File: src/rtl/alu_arbiter.sv
// rtl/alu_arbiter.sv - two-requester round-robin front end for a shared combinational ALU
module alu_arbiter #(
    parameter int DATA_WIDTH    = 32,
    parameter int OPCODE_LENGTH = 4
) (
    input  logic                     clk,
    input  logic                     reset,
    input  logic                     req0_valid,
    output logic                     req0_ready,
    input  logic [DATA_WIDTH-1:0]    req0_a,
    input  logic [DATA_WIDTH-1:0]    req0_b,
    input  logic [OPCODE_LENGTH-1:0] req0_op,
    input  logic                     req1_valid,
    output logic                     req1_ready,
    input  logic [DATA_WIDTH-1:0]    req1_a,
    input  logic [DATA_WIDTH-1:0]    req1_b,
    input  logic [OPCODE_LENGTH-1:0] req1_op,
    output logic                     rsp_valid,
    input  logic                     rsp_ready,
    output logic [DATA_WIDTH-1:0]    rsp_data,
    output logic                     rsp_id,
    output logic                     rsp_err,
    output logic [DATA_WIDTH-1:0]    alu_srca,
    output logic [DATA_WIDTH-1:0]    alu_srcb,
    output logic [OPCODE_LENGTH-1:0] alu_op,
    input  logic [DATA_WIDTH-1:0]    alu_result,
    output logic [15:0]              op_count0,
    output logic [15:0]              op_count1
);

    localparam logic [0:0] IDLE = 1'b0;
    localparam logic [0:0] RESP = 1'b1;

    localparam logic [OPCODE_LENGTH-1:0] OP_AND = OPCODE_LENGTH'(4'b0000);
    localparam logic [OPCODE_LENGTH-1:0] OP_OR  = OPCODE_LENGTH'(4'b0001);
    localparam logic [OPCODE_LENGTH-1:0] OP_ADD = OPCODE_LENGTH'(4'b0010);
    localparam logic [OPCODE_LENGTH-1:0] OP_SUB = OPCODE_LENGTH'(4'b0101);
    localparam logic [OPCODE_LENGTH-1:0] OP_EQ  = OPCODE_LENGTH'(4'b1000);
    localparam logic [OPCODE_LENGTH-1:0] OP_NE  = OPCODE_LENGTH'(4'b1001);
    localparam logic [OPCODE_LENGTH-1:0] OP_LT  = OPCODE_LENGTH'(4'b1010);
    localparam logic [OPCODE_LENGTH-1:0] OP_GE  = OPCODE_LENGTH'(4'b1011);
    localparam logic [OPCODE_LENGTH-1:0] OP_XOR = OPCODE_LENGTH'(4'b1100);

    logic [0:0] state;
    logic       last_grant;
    logic       any_valid;
    logic       win_id;
    logic       accept;
    logic       op_supported;

    assign rsp_valid = (state == RESP);

    // Winner selection: a lone requester wins, a tie goes to whoever was not granted last
    always_comb begin
        any_valid = req0_valid | req1_valid;
        win_id    = 1'b0;
        if (req0_valid && req1_valid) begin
            win_id = ~last_grant;
        end else if (req1_valid) begin
            win_id = 1'b1;
        end
        accept     = (state == IDLE) && any_valid;
        req0_ready = accept && !win_id;
        req1_ready = accept && win_id;
    end

    // Steer the winner's operands onto the shared ALU; idle the ALU inputs otherwise
    always_comb begin
        alu_srca = '0;
        alu_srcb = '0;
        alu_op   = '0;
        if (accept) begin
            if (win_id) begin
                alu_srca = req1_a;
                alu_srcb = req1_b;
                alu_op   = req1_op;
            end else begin
                alu_srca = req0_a;
                alu_srcb = req0_b;
                alu_op   = req0_op;
            end
        end
    end

    // Flag opcodes the shared ALU does not implement so their result is suppressed
    always_comb begin
        op_supported = 1'b0;
        case (alu_op)
            OP_AND, OP_OR, OP_ADD, OP_SUB, OP_EQ,
            OP_NE, OP_LT, OP_GE, OP_XOR: op_supported = 1'b1;
            default:                     op_supported = 1'b0;
        endcase
    end

    // Capture the ALU result on accept, hold it until consumed, then count it
    always_ff @(posedge clk or posedge reset) begin
        if (reset) begin
            state      <= IDLE;
            last_grant <= 1'b1;
            rsp_data   <= '0;
            rsp_id     <= 1'b0;
            rsp_err    <= 1'b0;
            op_count0  <= 16'd0;
            op_count1  <= 16'd0;
        end else begin
            case (state)
                IDLE: begin
                    if (any_valid) begin
                        rsp_data   <= op_supported ? alu_result : '0;
                        rsp_err    <= ~op_supported;
                        rsp_id     <= win_id;
                        last_grant <= win_id;
                        state      <= RESP;
                    end
                end
                RESP: begin
                    if (rsp_ready) begin
                        state <= IDLE;
                        if (rsp_id) begin
                            op_count1 <= op_count1 + 16'd1;
                        end else begin
                            op_count0 <= op_count0 + 16'd1;
                        end
                    end
                end
                default: state <= IDLE;
            endcase
        end
    end

endmodule

File: config.mk
export PLATFORM = sky130hd
export DESIGN_NAME = alu_arbiter
export DESIGN_NICKNAME = d
export VERILOG_FILES = /design/src/rtl/alu_arbiter.sv
export SDC_FILE = /design/constraint.sdc
export NUM_CORES = 1
export LEC_CHECK = 0
export CAP_MARGIN = 20
export CORE_ASPECT_RATIO = 0.75
export CORE_MARGIN = 8
export CORE_UTILIZATION = 32
export DETAILED_ROUTE_END_ITERATION = 8
export PLACE_DENSITY_LB_ADDON = 0.3
export SLEW_MARGIN = 10
export SYNTH_ARGS = -nofsm -noshare
export SYNTH_HDL_FRONTEND = slang
export SYNTH_SLANG_ARGS = --single-unit
File: constraint.sdc
create_clock -name clk -period 2.8 [get_ports clk]
set_input_delay 0.56 -clock clk [delete_from_list [all_inputs] [get_ports clk]]
set_output_delay 0.56 -clock clk [all_outputs]
set_load 0.03 [all_outputs]
# Word-level counts from Yosys, hierarchy flattened
# Memory sizes are Yosys's and may differ from the RTL's.
# Cells that the tools add are included.
[classes]
bitwise_logic = 5
muxes = 12
n_reduce_logical = 8
addsub = 2
[ops]
columns = ["operator", "n"]
rows = [
  ["32-bit two-way mux", 5],
  ["16-bit by 1-bit adder with 16-bit output, second input constant", 2],
  ["4-bit two-way mux", 2],
  ["3-bit AND reduction", 2],
  ["1-bit logical AND", 4],
  ["1-bit two-way mux", 4],
  ["1-bit NOT", 4],
  ["1-bit one-hot mux with 2 select lines", 1],
  ["2-bit AND reduction", 1],
  ["1-bit zero test", 1],
  ["1-bit bitwise OR", 1],
]
[word_totals]
romBits = 16
output_inout_bits = 137
n_memories = 1
regBits = 68
word_cells = 35
in_bits = 173
[memory_table]
columns = ["name", "depth", "word_bits", "read_ports", "rd_ports_with_merged_regs", "write_ports", "line_no", "text"]
rows = [
  ["(no name shown)", 16, 1, 1, 0, 0, "88", "case (alu_op)"],
]

# Depth between registers and ports, before layout
# An unclocked memory read counts as a cell.
[logic_depth]
ltp_word = 6
depth_mapped = 7
ltp_nobuf = 5

# Worst setup path before layout
# Ideal clock, no wire load.
[synth_timing]
kind = "in2out"
from = "input req0_valid"
to = "output alu_srcb[24]"
stages = 6
t_required_ns = 2.240
path_slack_ns = 0.172
t_arrival_ns = 2.068
path_buffers = 3
cell_sequence = "buf_2 > a21boi_2 > and2_1 > clkbuf_1 > clkbuf_1 > a22o_1"
[synth_via]
elab_chain_len = 4
[synth_rtl]
columns = ["item", "line_no", "text"]
rows = [
  ["start: declaration", "8", "input logic req0_valid,"],
  ["1-bit logical AND", "57", "if (req0_valid && req1_valid) begin"],
  ["1-bit two-way mux", "57", ""],
  ["32-bit two-way mux", "73", "if (win_id) begin"],
  ["32-bit two-way mux *", "72", "if (accept) begin"],
  ["end: declaration", "24", "output logic [DATA_WIDTH-1:0] alu_srcb,"],
]
# Every way passes the cells marked *; elsewhere a longest branch is shown, timed or not.

# Final worst setup path
[layout_timing]
from = "input req1_valid"
to = "output alu_srca[2]"
[layout_via]
elab_chain_len = 4
[layout_rtl]
columns = ["item", "line_no", "text"]
rows = [
  ["start: declaration", "13", "input logic req1_valid,"],
  ["1-bit two-way mux or 1-bit logical AND (tied branches)", "59, 57", ""],
  ["1-bit two-way mux", "57", ""],
  ["32-bit two-way mux", "73", ""],
  ["32-bit two-way mux *", "72", ""],
  ["end: declaration", "23", "output logic [DATA_WIDTH-1:0] alu_srca,"],
]
# Marked as above.

==> flow_summary.ini <==
[floorplanning]
dieArea_um2 = 14600
die_w_um = 137
std_cell_rows = 33
initial_core_util = 0.325
fp.coreArea_um2 = 10800
floorplan.die.height_um = 107
io-pin-count = 310

[final_layout]
most-common-layout-cells = sky130_fd_sc_hd__clkdlybuf4s50_1 (239), sky130_fd_sc_hd__nand2_1 (84), sky130_fd_sc_hd__buf_4 (69), sky130_fd_sc_hd__dfrtp_1 (67), sky130_fd_sc_hd__a22o_1 (64)
fin_cells = 817
fin_nets = 845
drive_above_1_share = 0.160
layout_commonest_cell = sky130_fd_sc_hd__clkdlybuf4s50_1
layout-area-overhead-vs-synth_pct = 100
finish.utilization = 0.652

[clock_network]
cts_hold_buf = 0
cts-root-buf = sky130_fd_sc_hd__clkbuf_16
cts_repair_resize_count = 0
tritoncts = built
ctsLongestPathBuffers = 2
htree_levels = 3
cts_clock_pin_slew_for_the_worst_setup_and_hold_paths_ns = 0.06
cts_buffers = 9
num_clock_sinks = 68
post_cts_setup_repair_buffer_count = 0
worst_skew_pair.late_latency_ns = 0.33

[routing]
avgRoutedWirePerCell_um = 21.2
vias = 4048
wl_mm = 17.3
detailedRoute.firstPassIterationCount = 4
via_per_inst = 4.95
drc_errors = 0
first_iter_violations = 207
ant_nets = 0

[pwr]
clockPowerShare = 0.262
power.density_cell_area_nw_per_um2 = 620
pwr-share-seq = 0.306
power_switching_share = 0.371
peakVddDrop_mv = 0.425
power_report.internal_total_uw = 2750
total_switching_power_uw = 1620
comb_power_share = 0.432
p_leak_uw = 0.00310

[job]
drv.max_cap_violation_count = 0

[outcome]
run_status = completed

[global_route]
grt_pass1_vias = 4210
grt_max_degree = 69
global_route.usage.total = 0.226
antenna_found_initial = 5
globalRoute.totalOverflow = 0
grt_first_pass_wirelength_mm = 25.0

[timing]
setup_slack_ns = 0.0818
finalSetupViolCount = 0
finalSetupTns_ns = 0
tightestPinTransition_ns = 0.393
timing.final.hold_violations = 0
period_share = 0.971
rsz_0062_raised_after_global_routing = no
final_max_slew_viol_count = 0
final_period_demand_of_the_worst_path_ns = 2.72
fin_hold_ws_ns = 0.466
fmax_ghz = 0.368
skew_ns = 0.00539
slew-limit-headroom = 0.738

[critical_path]
cp_slowest_cell = sky130_fd_sc_hd__clkdlybuf4s50_1
end_kind = output pin
worst_path_cell_chain = clkdlybuf4s50_1, a21boi_2, and2_2, buf_12, a22o_1, buf_12
crit_path_max_fanout = 64
worstPathRequired_ns = 2.24
startpoint_class = primary input
max_stage_delay_ns = 0.54
setup.worst_path.class = primary input to output pin
cp_common_cell = sky130_fd_sc_hd__buf_12
arrival_ns = 2.16

[synth]
cells_after_synthesis = 366
cell_area_after_synthesis_um2 = 3520
synth.yosys.warnings = 0
synthDistinctLibCells = 30
netlist.top_cell.by_area = sky130_fd_sc_hd__dfrtp_1
ys_seq_area_frac = 0.484
postSynthRegisterBits = 68
synthTopCellsByArea = sky130_fd_sc_hd__dfrtp_1 (48%), sky130_fd_sc_hd__a22o_1 (16%), sky130_fd_sc_hd__nand2_1 (9.0%)
avgSynthCellArea_um2 = 9.61
synth_nets = 541
synthDominantCellAreaShare = 0.477

[place]
placedCellCount = 799
hpwl_after_detailed_placement_mm = 14.2
dp_slack_ns = 0.0875
gp_routability_congestion = 0.836
io_buffer_count = 309

[min_path]
hp-class = flop to flop
-- critical path, delay by kind of cell --
family,cells,cell delay (ns)
AND/OR/NAND/NOR,1,0.19
buffers and inverters,3,0.93
AO/OA/AOI/OAI,2,0.44
-- layer usage --
layer,part of all wire,vias to the layer above,track usage
met1,0.39,1944,0.263
li1,-,1912,-
met3,0.083,25,0.0869
met5,0.0021,-,0
met2,0.50,161,0.380
met4,0.020,6,0.0650
-- synth_stat cells --
cell type and n:
sky130_fd_sc_hd__dfrtp_1 67, sky130_fd_sc_hd__a21o_1 3, sky130_fd_sc_hd__a21boi_0 1, sky130_fd_sc_hd__and4b_1 1
sky130_fd_sc_hd__o21ai_0 23, sky130_fd_sc_hd__clkbuf_1 17, sky130_fd_sc_hd__a21boi_2 1, sky130_fd_sc_hd__o21ai_1 10
sky130_fd_sc_hd__buf_1 1, sky130_fd_sc_hd__nor3_1 1, sky130_fd_sc_hd__nand2_1 84, sky130_fd_sc_hd__a32oi_2 2
sky130_fd_sc_hd__and2_1 2, sky130_fd_sc_hd__inv_1 3, sky130_fd_sc_hd__a32o_1 1, sky130_fd_sc_hd__xnor2_1 22
sky130_fd_sc_hd__and3_1 6, sky130_fd_sc_hd__nand2b_1 1, sky130_fd_sc_hd__a22o_1 64, sky130_fd_sc_hd__ha_1 2
sky130_fd_sc_hd__or2_2 1, sky130_fd_sc_hd__xor2_1 9, sky130_fd_sc_hd__and4_1 4, sky130_fd_sc_hd__nand3_1 8
sky130_fd_sc_hd__buf_2 9, sky130_fd_sc_hd__nand4_1 7, sky130_fd_sc_hd__mux2_2 1, sky130_fd_sc_hd__dfstp_2 1
sky130_fd_sc_hd__nor2_1 12, sky130_fd_sc_hd__a32oi_1 2
-- path summary, 6_finish.rpt --
check | start | slack (ns) | to | cells after the start
worst min register to register | op_count1[15]$_DFFE_PP0P_ | 0.47 | op_count1[15]$_DFFE_PP0P_ | 1
min in group asynchronous | reset | 0.61 | op_count0[14]$_DFFE_PP0P_ | 3
worst min-delay path | op_count1[15]$_DFFE_PP0P_ | 0.47 | op_count1[15]$_DFFE_PP0P_ | 1
worst max register to register | last_grant$_DFFE_PP1P_ | 0.92 | rsp_data[30]$_DFFE_PP0P_ | 7
worst max-delay path | req1_valid | 0.08 | alu_srca[2] | 6
max in group asynchronous | reset | 1.84 | last_grant$_DFFE_PP1P_ | 3
-- metrics by stage --
step	total power, µW	area (µm²)
3_5_place_dp	3250	6740
5_1_grt	4550	7050
2_1_floorplan	2270	3520
3_3_place_gp	3210	6740
6_report	4370	7050
4_1_cts	4400	7040
-- cell type report --
cell class | count | area (µm²)
fill | 871 | 3770
antenna | 2 | 5.00
tap | 140 | 175
clock buffer | 10 | 239
timing repair buffer | 320 | 3150
clock inverter | 6 | 63.8
sequential | 68 | 1700
inverter | 3 | 11.3
multi-input combinational | 268 | 1700
-- sequential cells by signal (all words and copies together) (netlist names) --
signal      count
rsp_id          1
rsp_err         1
op_count0      16
rsp_data       32
last_grant      1
rsp_valid       1
op_count1      16
-- power groups by stage --
stage	logic (µW)	clock network [µW]	registers, µW
2_1_floorplan	584	0	1680
3_3_place_gp	1870	0	1330
3_5_place_dp	1900	0	1350
4_1_cts	1910	1160	1330
5_1_grt	1990	1200	1360
6_report	1890	1140	1330
-- cell families after synthesis --
kind of cell             Yosys count  synth area share
multiplexers                       1           0.00320
flip-flops                        68             0.484
AND/OR/NAND/NOR                  127             0.158
AO/OA/AOI/OAI                    107             0.235
XOR/XNOR                          31            0.0772
adder cells (fa/ha/maj)            2           0.00711
buffers and inverters             30            0.0352
Note: power is estimated with default switching activity, not from simulation.
